$ cat config.mk
export PLATFORM = sky130hd
export DESIGN_NAME = div_request_sequencer
export DESIGN_NICKNAME = d
export VERILOG_FILES = /design/src/rtl/div_request_sequencer.sv
export SDC_FILE = /design/constraint.sdc
export NUM_CORES = 1
export LEC_CHECK = 0
export CELL_PAD_IN_SITES_DETAIL_PLACEMENT = 2
export CELL_PAD_IN_SITES_GLOBAL_PLACEMENT = 2
export CORE_MARGIN = 5
export CORE_UTILIZATION = 28
export CTS_BUF_LIST = sky130_fd_sc_hd__clkbuf_4
export DETAILED_ROUTE_END_ITERATION = 10
export PLACE_DENSITY_LB_ADDON = 0.1
export SYNTH_ARGS = -nofsm -noshare
export SYNTH_HDL_FRONTEND = slang
export SYNTH_SLANG_ARGS = --single-unit
$ cat constraint.sdc
create_clock -name Clk -period 2.3 [get_ports Clk]
set_input_delay 0.23 -clock Clk [delete_from_list [all_inputs] [get_ports Clk]]
set_output_delay 0.23 -clock Clk [all_outputs]
set_load 0.02 [all_outputs]
$ cat src/rtl/div_request_sequencer.sv
// Front-end sequencer for the free-running iterative divider: holds operands until the
// divider's load point, captures its result, and handles divide-by-zero locally.
//
// state | meaning
// IDLE  | no request held, ready to accept
// ISSUE | operands on Div*, waiting for divider load point
// WAIT  | divider busy, waiting for its result
// DONE  | result presented on Out*, waiting for OutReady
module div_request_sequencer #(
  parameter int INPUT_BIT_WIDTH = 8
) (
  input  logic                       Clk,
  input  logic                       Rst_n,
  input  logic                       InValid,
  output logic                       InReady,
  input  logic                       InSign,
  input  logic [INPUT_BIT_WIDTH-1:0] InDividend,
  input  logic [INPUT_BIT_WIDTH-1:0] InDivider,
  output logic                       OutValid,
  input  logic                       OutReady,
  output logic [INPUT_BIT_WIDTH-1:0] OutQuotient,
  output logic [INPUT_BIT_WIDTH-1:0] OutRemainder,
  output logic                       OutDivByZero,
  output logic                       OutOverflow,
  output logic                       DivSign,
  output logic [INPUT_BIT_WIDTH-1:0] DivDividend,
  output logic [INPUT_BIT_WIDTH-1:0] DivDivider,
  input  logic [INPUT_BIT_WIDTH-1:0] DivQuotient,
  input  logic [INPUT_BIT_WIDTH-1:0] DivRemainder,
  input  logic                       DivReady
);

  localparam int W = INPUT_BIT_WIDTH;
  localparam logic [W-1:0] MOST_NEG = {1'b1, {(W-1){1'b0}}};

  localparam logic [1:0] IDLE  = 2'd0;
  localparam logic [1:0] ISSUE = 2'd1;
  localparam logic [1:0] WAIT  = 2'd2;
  localparam logic [1:0] DONE  = 2'd3;

  logic [1:0]   state;
  logic         op_sign;
  logic [W-1:0] op_dividend;
  logic [W-1:0] op_divider;
  logic         ovf_pend;
  logic         accept;
  logic         div_zero;
  logic         ovf_in;

  assign InReady  = (state == IDLE) || ((state == DONE) && OutReady);
  assign accept   = InValid && InReady;
  assign div_zero = (InDivider == '0);
  assign ovf_in   = InSign && (InDividend == MOST_NEG) && (InDivider == '1);

  // Operand registers feed the divider directly; they only move on accept.
  assign DivSign     = op_sign;
  assign DivDividend = op_dividend;
  assign DivDivider  = op_divider;

  always_ff @(posedge Clk or negedge Rst_n) begin
    if (!Rst_n) begin
      state        <= IDLE;
      op_sign      <= 1'b0;
      op_dividend  <= '0;
      op_divider   <= '0;
      ovf_pend     <= 1'b0;
      OutValid     <= 1'b0;
      OutQuotient  <= '0;
      OutRemainder <= '0;
      OutDivByZero <= 1'b0;
      OutOverflow  <= 1'b0;
    end else if (accept) begin
      op_sign     <= InSign;
      op_dividend <= InDividend;
      op_divider  <= InDivider;
      ovf_pend    <= ovf_in;
      if (div_zero) begin
        state        <= DONE;
        OutValid     <= 1'b1;
        OutQuotient  <= '1;
        OutRemainder <= InDividend;
        OutDivByZero <= 1'b1;
        OutOverflow  <= 1'b0;
      end else begin
        state    <= ISSUE;
        OutValid <= 1'b0;
      end
    end else begin
      case (state)
        ISSUE: if (DivReady) state <= WAIT;
        // The divider also reloads the held operands at this edge; that result is never used.
        WAIT: if (DivReady) begin
          state        <= DONE;
          OutValid     <= 1'b1;
          OutQuotient  <= DivQuotient;
          OutRemainder <= DivRemainder;
          OutDivByZero <= 1'b0;
          OutOverflow  <= ovf_pend;
        end
        DONE: if (OutReady) begin
          state    <= IDLE;
          OutValid <= 1'b0;
        end
        default: state <= IDLE;
      endcase
    end
  end

endmodule

# Yosys cells after proc, flatten, opt, wreduce, memory -nomap -nowiden
# Cells that the tools add are included.
[totals] rom_bits=0 ram_bits=0 input_bits=38 register_bits=39 n_memories=0 latchBits=0
[classes] n_mux=27 mul=0 n_bitwise=0 addsub=0 shifts=0 n_reduce_logical=13 order_cmp=0 n_eq_ne=9 div_mod_pow=0
[op_table] op="two-way mux 8 bit" n=8
[op_table] op="equality test 8 bit (second input constant)" n=2
[op_table] op="two-way mux 1 bit" n=12
[op_table] op="two-way mux 2 bit" n=5
[op_table] op="!= test 3 bit (second input constant)" n=3
[op_table] op="AND reduction 3 bit" n=3
[op_table] op="zero test 8 bit" n=1
[op_table] op="one-hot mux 2 bit (3 select lines)" n=1
[op_table] op="equality test 2 bit (second input constant)" n=2
[op_table] op="logical AND 1 bit" n=4
[op_table] op="nonzero test 2 bit" n=2
[op_table] op="nonzero test 3 bit" n=1
[op_table] op="equality test 2 x 1 -> 1 bit (second input constant)" n=1
[op_table] op="zero test 2 bit" n=1
[op_table] op="!= test 2 x 1 -> 1 bit (second input constant)" n=1
[op_table] op="one-hot mux 1 bit (2 select lines)" n=1
[op_table] op="logical OR 1 bit" n=1

# Logic depth before layout (Yosys ltp)
[logic_depth] depth_word=6 depth_mapped=9 ltp_nobuf=7

# Worst setup path after synthesis
# Ideal clock, no wire load.
[synth_path] path_kind="register -> register" start="register state[0]" end="register OutRemainder[4]" stages_incl_launch_ff=9 synth_period_minus_slack_ps=1795 t_arrival_ps=1670 setup_slack_ps=505 path_cell_list="dfrtp_1 inv_1 ha_1 a21oi_4 inv_4 nand2_2 buf_6 mux2_4 mux2_4"
[synth_via] elab_chain_cells=6 elab_cells_between_ends=11 classes_between="eq/ne: 3; mux: 1; reduce/logical: 7"
[synth_lines] element="from (decl)" line_no="41" rtl="logic [1:0] state;"
[synth_lines] element="from (signal assigned)" line_no="62" rtl="state <= IDLE;"
[synth_lines] element="from (signal assigned)" line_no="78" rtl="state <= DONE;"
[synth_lines] element="from (signal assigned)" line_no="85" rtl="state <= ISSUE;"
[synth_lines] element="equality test 2 bit" line_no="50" rtl="assign InReady = (state == IDLE) || ((state == DONE) && OutReady);"
[synth_lines] element="logical AND 1 bit" line_no="50"
[synth_lines] element="logical OR 1 bit (*)" line_no="50"
[synth_lines] element="named net InReady" line_no="15" rtl="output logic InReady,"
[synth_lines] element="logical AND 1 bit (*)" line_no="51" rtl="assign accept = InValid && InReady;"
[synth_lines] element="!= test 2 x 1 -> 1 bit (no source line) / nonzero test 2 bit (equally long branches)"
[synth_lines] element="AND reduction 3 bit (no source line)"
[synth_lines] element="to (signal assigned)" line_no="81" rtl="OutRemainder <= InDividend;"
[synth_lines] element="to (signal assigned)" line_no="96" rtl="OutRemainder <= DivRemainder;"
[synth_lines] element="to (decl)" line_no="22" rtl="output logic [INPUT_BIT_WIDTH-1:0] OutRemainder,"
# The timed path passes the listed nets; every way through them passes the cells marked *.
# A chain may end at the register's enable or synchronous reset.

# Final worst setup path
[layout_path] start="register state[0]" end="output InReady"
[layout_via] elab_chain_cells=3 elab_cells_between_ends=4 classes_between="eq/ne: 1; reduce/logical: 3"
[layout_lines] element="equality test 2 bit" line_no="50"
[layout_lines] element="logical AND 1 bit" line_no="50"
[layout_lines] element="logical OR 1 bit (*)" line_no="50"
[layout_lines] element="to (decl)" line_no="15"
# Mark *: on every way between the ends. The rest lies on a longest branch, timed or not.

==> flow_metrics.py <==
metrics = {
    "clocking": {
        "cts_made_buffers": 5,
        "cts_hold_buf": 0,
        "cts_root_buf": "clkbuf_4",
        "cts_max_level": 2,
        "cts_tree": "built",
        "clk_pin_slew_ns": 0.13,
        "post_cts_buffers": 0,
        "clock_latency_ns": 0.34,
        "cts_resized": 0,
        "clock-sinks": 39,
        "clockBufferDepth": 2,
    },
    "outcome": {
        "violations": "negative hold slack",
        "status": "finished, violations left",
    },
    "place": {
        "placed_area_um2": 2660,
        "gp_congestion": 0.766,
        "dp.cells": 281,
        "port_buffers": 74,
        "dp_hpwl_um": 3990,
    },
    "power_and_ir_drop": {
        "leakage_nw": 1.16,
        "pwr-share-seq_pct": 32.3,
        "ir_drop_uv": 547,
        "power.internal_w": 0.00231,
        "switchingPower_w": 0.00137,
        "power_density_nw_per_um2": 1350,
        "swShare_pct": 37.3,
        "power.share.clock_pct": 12.6,
        "power_frac_comb_pct": 55.1,
    },
    "timing": {
        "clock.fmax_mhz": 470,
        "max-slew-margin-rel_pct": 41.8,
        "tightest_slew_ns": 0.873,
        "setup_viol": 0,
        "period_share_pct": 92.4,
        "tns_ns": 0,
        "post-route-min-period_ns": 2.13,
        "hold_viol": 11,
        "holdWs_ns": -0.00801,
        "finalClockSkew_ns": 0.0103,
        "rsz0062_at_grt": "false",
        "slew_viol_final": 0,
    },
    "grt": {
        "track_usage_pct": 12.8,
        "antenna_found_initial": 0,
        "grt_max_degree": 40,
        "grt.overflow.total": 0,
        "grt_pass1_vias": 1648,
        "grt_pass1_wl_um": 8630,
    },
    "layout": {
        "fin_nets": 253,
        "stdcell_count": 289,
        "area_delta_synth_final_pct": 49.0,
        "fill_cells": 642,
        "fin_area_um2": 2740,
        "diodes": 0,
        "fin_util_pct": 43.1,
        "layout-drive-gt1-share_pct": 24.1,
    },
    "logic_synthesis": {
        "ys_async_sr_fraction_pct": 100,
        "yosysSeqAreaShare_pct": 53.1,
        "ys_warn_count": 0,
        "synth_area_per_cell_um2": 13.9,
        "yosys_register_bits": 39,
        "synth.net_count": 174,
        "syn_area_um2": 1840,
        "yosys_most_used_dff": "dfrtp_1",
        "synth_edf_count": 0,
        "synth_cells": 132,
        "synth_cell_types": 32,
    },
    "die": {
        "die_h_um": 91.0,
        "rows": 29,
        "design.core.area_um2": 6350,
        "die_w_um": 91.0,
        "die_area_um2": 8280,
        "ios": 75,
        "initial_core_util_pct": 28.9,
    },
    "detailed_routing": {
        "vias": 1349,
        "drt_first_pass_iters": 4,
        "wl_per_cell_um": 17.4,
        "viasPerCell": 4.67,
        "drtIter0Drc": 10,
        "route.detailed.drc": 0,
        "drt_wl_total_um": 5030,
        "ant_nets": 0,
    },
    "critical_path": {
        "timing.rr.end": "OutRemainder[6]",
        "critPathKind": "reg2out",
        "required_ns": 2.07,
        "rrSetupSlack_ns": 0.30,
        "r2r_cells": 8,
        "crit_fanout": 4,
        "endpoint_kind": "primary output",
        "cp.arrival_ns": 1.90,
        "cp-start-kind": "flip-flop",
        "r2r_start": "state[0]",
    },
    "worst_hold_path": {
        "hp-class": "in2async",
    },
    "flow_run": {
        "maxCapViolCount": 0,
    },
}
==> per-layer routing <==
layer	routed length (µm)	GRT usage, %	vias up	share of wire, %
met5	0	0	-	0
met1	2120	15.4	667	42
met4	26	3.30	0	0.52
met2	2540	21.9	45	50
met3	353	4.55	2	7.0
li1	-	-	635	-
==> logic make-up (layout without fill, tap and decap cells) <==
kind of cell	count (synthesis)	count (layout)	synth area share [%]
DFF	39	39	53.1
and+or+nand+nor	26	26	9.88
adders and majority gates	4	4	2.72
muxes	32	32	22.0
AOI/OAI and AO/OA	21	21	8.52
buffers and inverters	10	90	3.75
==> synth_stat cells (all sizes together) (2+ instances only) <==
| cell type | n | area [µm²] |
|---|---|---|
| nand3 | 3 | 15.0 |
| nor4 | 2 | 42.5 |
| nor4b | 2 | 17.5 |
| a21oi | 4 | 31.3 |
| o22a | 8 | 70.1 |
| nor2 | 2 | 7.51 |
| ha | 4 | 50.1 |
| dfrtp | 39 | 976 |
| nand2 | 11 | 51.3 |
| o21ai | 7 | 38.8 |
| inv | 5 | 21.3 |
| nand4 | 2 | 18.8 |
| buf | 4 | 43.8 |
| mux2 | 31 | 394 |
==> power groups by stage <==
stage	Clock, W	Combinational (W)	Sequential, W
floorplan	0	0.000788	0.00155
global placement	0	0.00203	0.00119
detailed placement	0	0.00206	0.00121
CTS	0.000490	0.00207	0.00120
global route	0.000521	0.00217	0.00124
finish	0.000464	0.00203	0.00119
==> layout by cell type (no fill, tap or decap) <==
cell,Yosys,final
or2b_1,1,1
mux2_4,12,12
and2_1,1,1
o41ai_1,1,1
bufinv_16,0,1
o22a_1,8,8
mux2_2,19,19
a21oi_1,3,3
o21ai_2,1,1
clkbuf_4,0,5
nand2_2,1,1
nor4b_1,2,2
o211ai_1,1,1
nand2_1,9,9
nor2b_1,1,1
nand4_1,1,1
nand3_1,3,3
dfrtp_1,39,39
buf_2,1,1
clkinv_4,0,1
nand4_2,1,1
clkdlybuf4s50_1,0,73
mux2i_1,1,1
buf_4,1,2
buf_12,1,1
clkinv_2,0,1
a21oi_4,1,1
inv_1,4,4
nor2_1,2,2
nand4b_1,1,1
nor4_4,2,2
nand2_4,1,1
inv_4,1,1
o21ai_0,6,6
ha_1,4,4
==> how the worst max path moves through the flow <==
stage,start,endpoint
5_1_grt,state[0],InReady
2_1_floorplan,state[0],OutRemainder[4]
6_report,state[0],InReady
3_3_place_gp,InDivider[4],OutRemainder[6]
3_5_place_dp,InDivider[4],OutRemainder[6]
4_1_cts,state[0],InReady
==> area by class of cell <==
| cell class | count | area (µm²) | share of cell area [%] |
|---|---|---|---|
| repair buffers | 77 | 771 | 28.2 |
| well taps | 77 | 96.3 | 3.52 |
| multi-input cells | 83 | 792 | 28.9 |
| clock buffers | 5 | 37.5 | 1.37 |
| clock inverters | 3 | 43.8 | 1.60 |
| flip-flops and latches | 39 | 976 | 35.6 |
| inverters | 5 | 21.3 | 0.777 |
==> worst max-delay path: stages (launching register included) <==
cell and delay [ns]:
dfrtp_1 0.43, inv_1 0.08, ha_1 0.25, a21oi_4 0.18, inv_4 0.07, clkdlybuf4s50_1 0.54
==> flip-flops by register name, summed over array words and instances, names as in the netlist <==
name	count
OutValid	1
ovf_pend	1
DivDivider	8
OutOverflow	1
OutRemainder	8
OutQuotient	8
OutDivByZero	1
state	2
DivSign	1
DivDividend	8
==> through the flow <==
step	total power [W]	setup WS (ns)
6_report	0.00369	0.175
5_1_grt	0.00393	0.0676
4_1_cts	0.00377	0.123
3_5_place_dp	0.00328	0.142
3_3_place_gp	0.00322	0.272
2_1_floorplan	0.00234	0.505
Power figures use the tool's default switching activity.
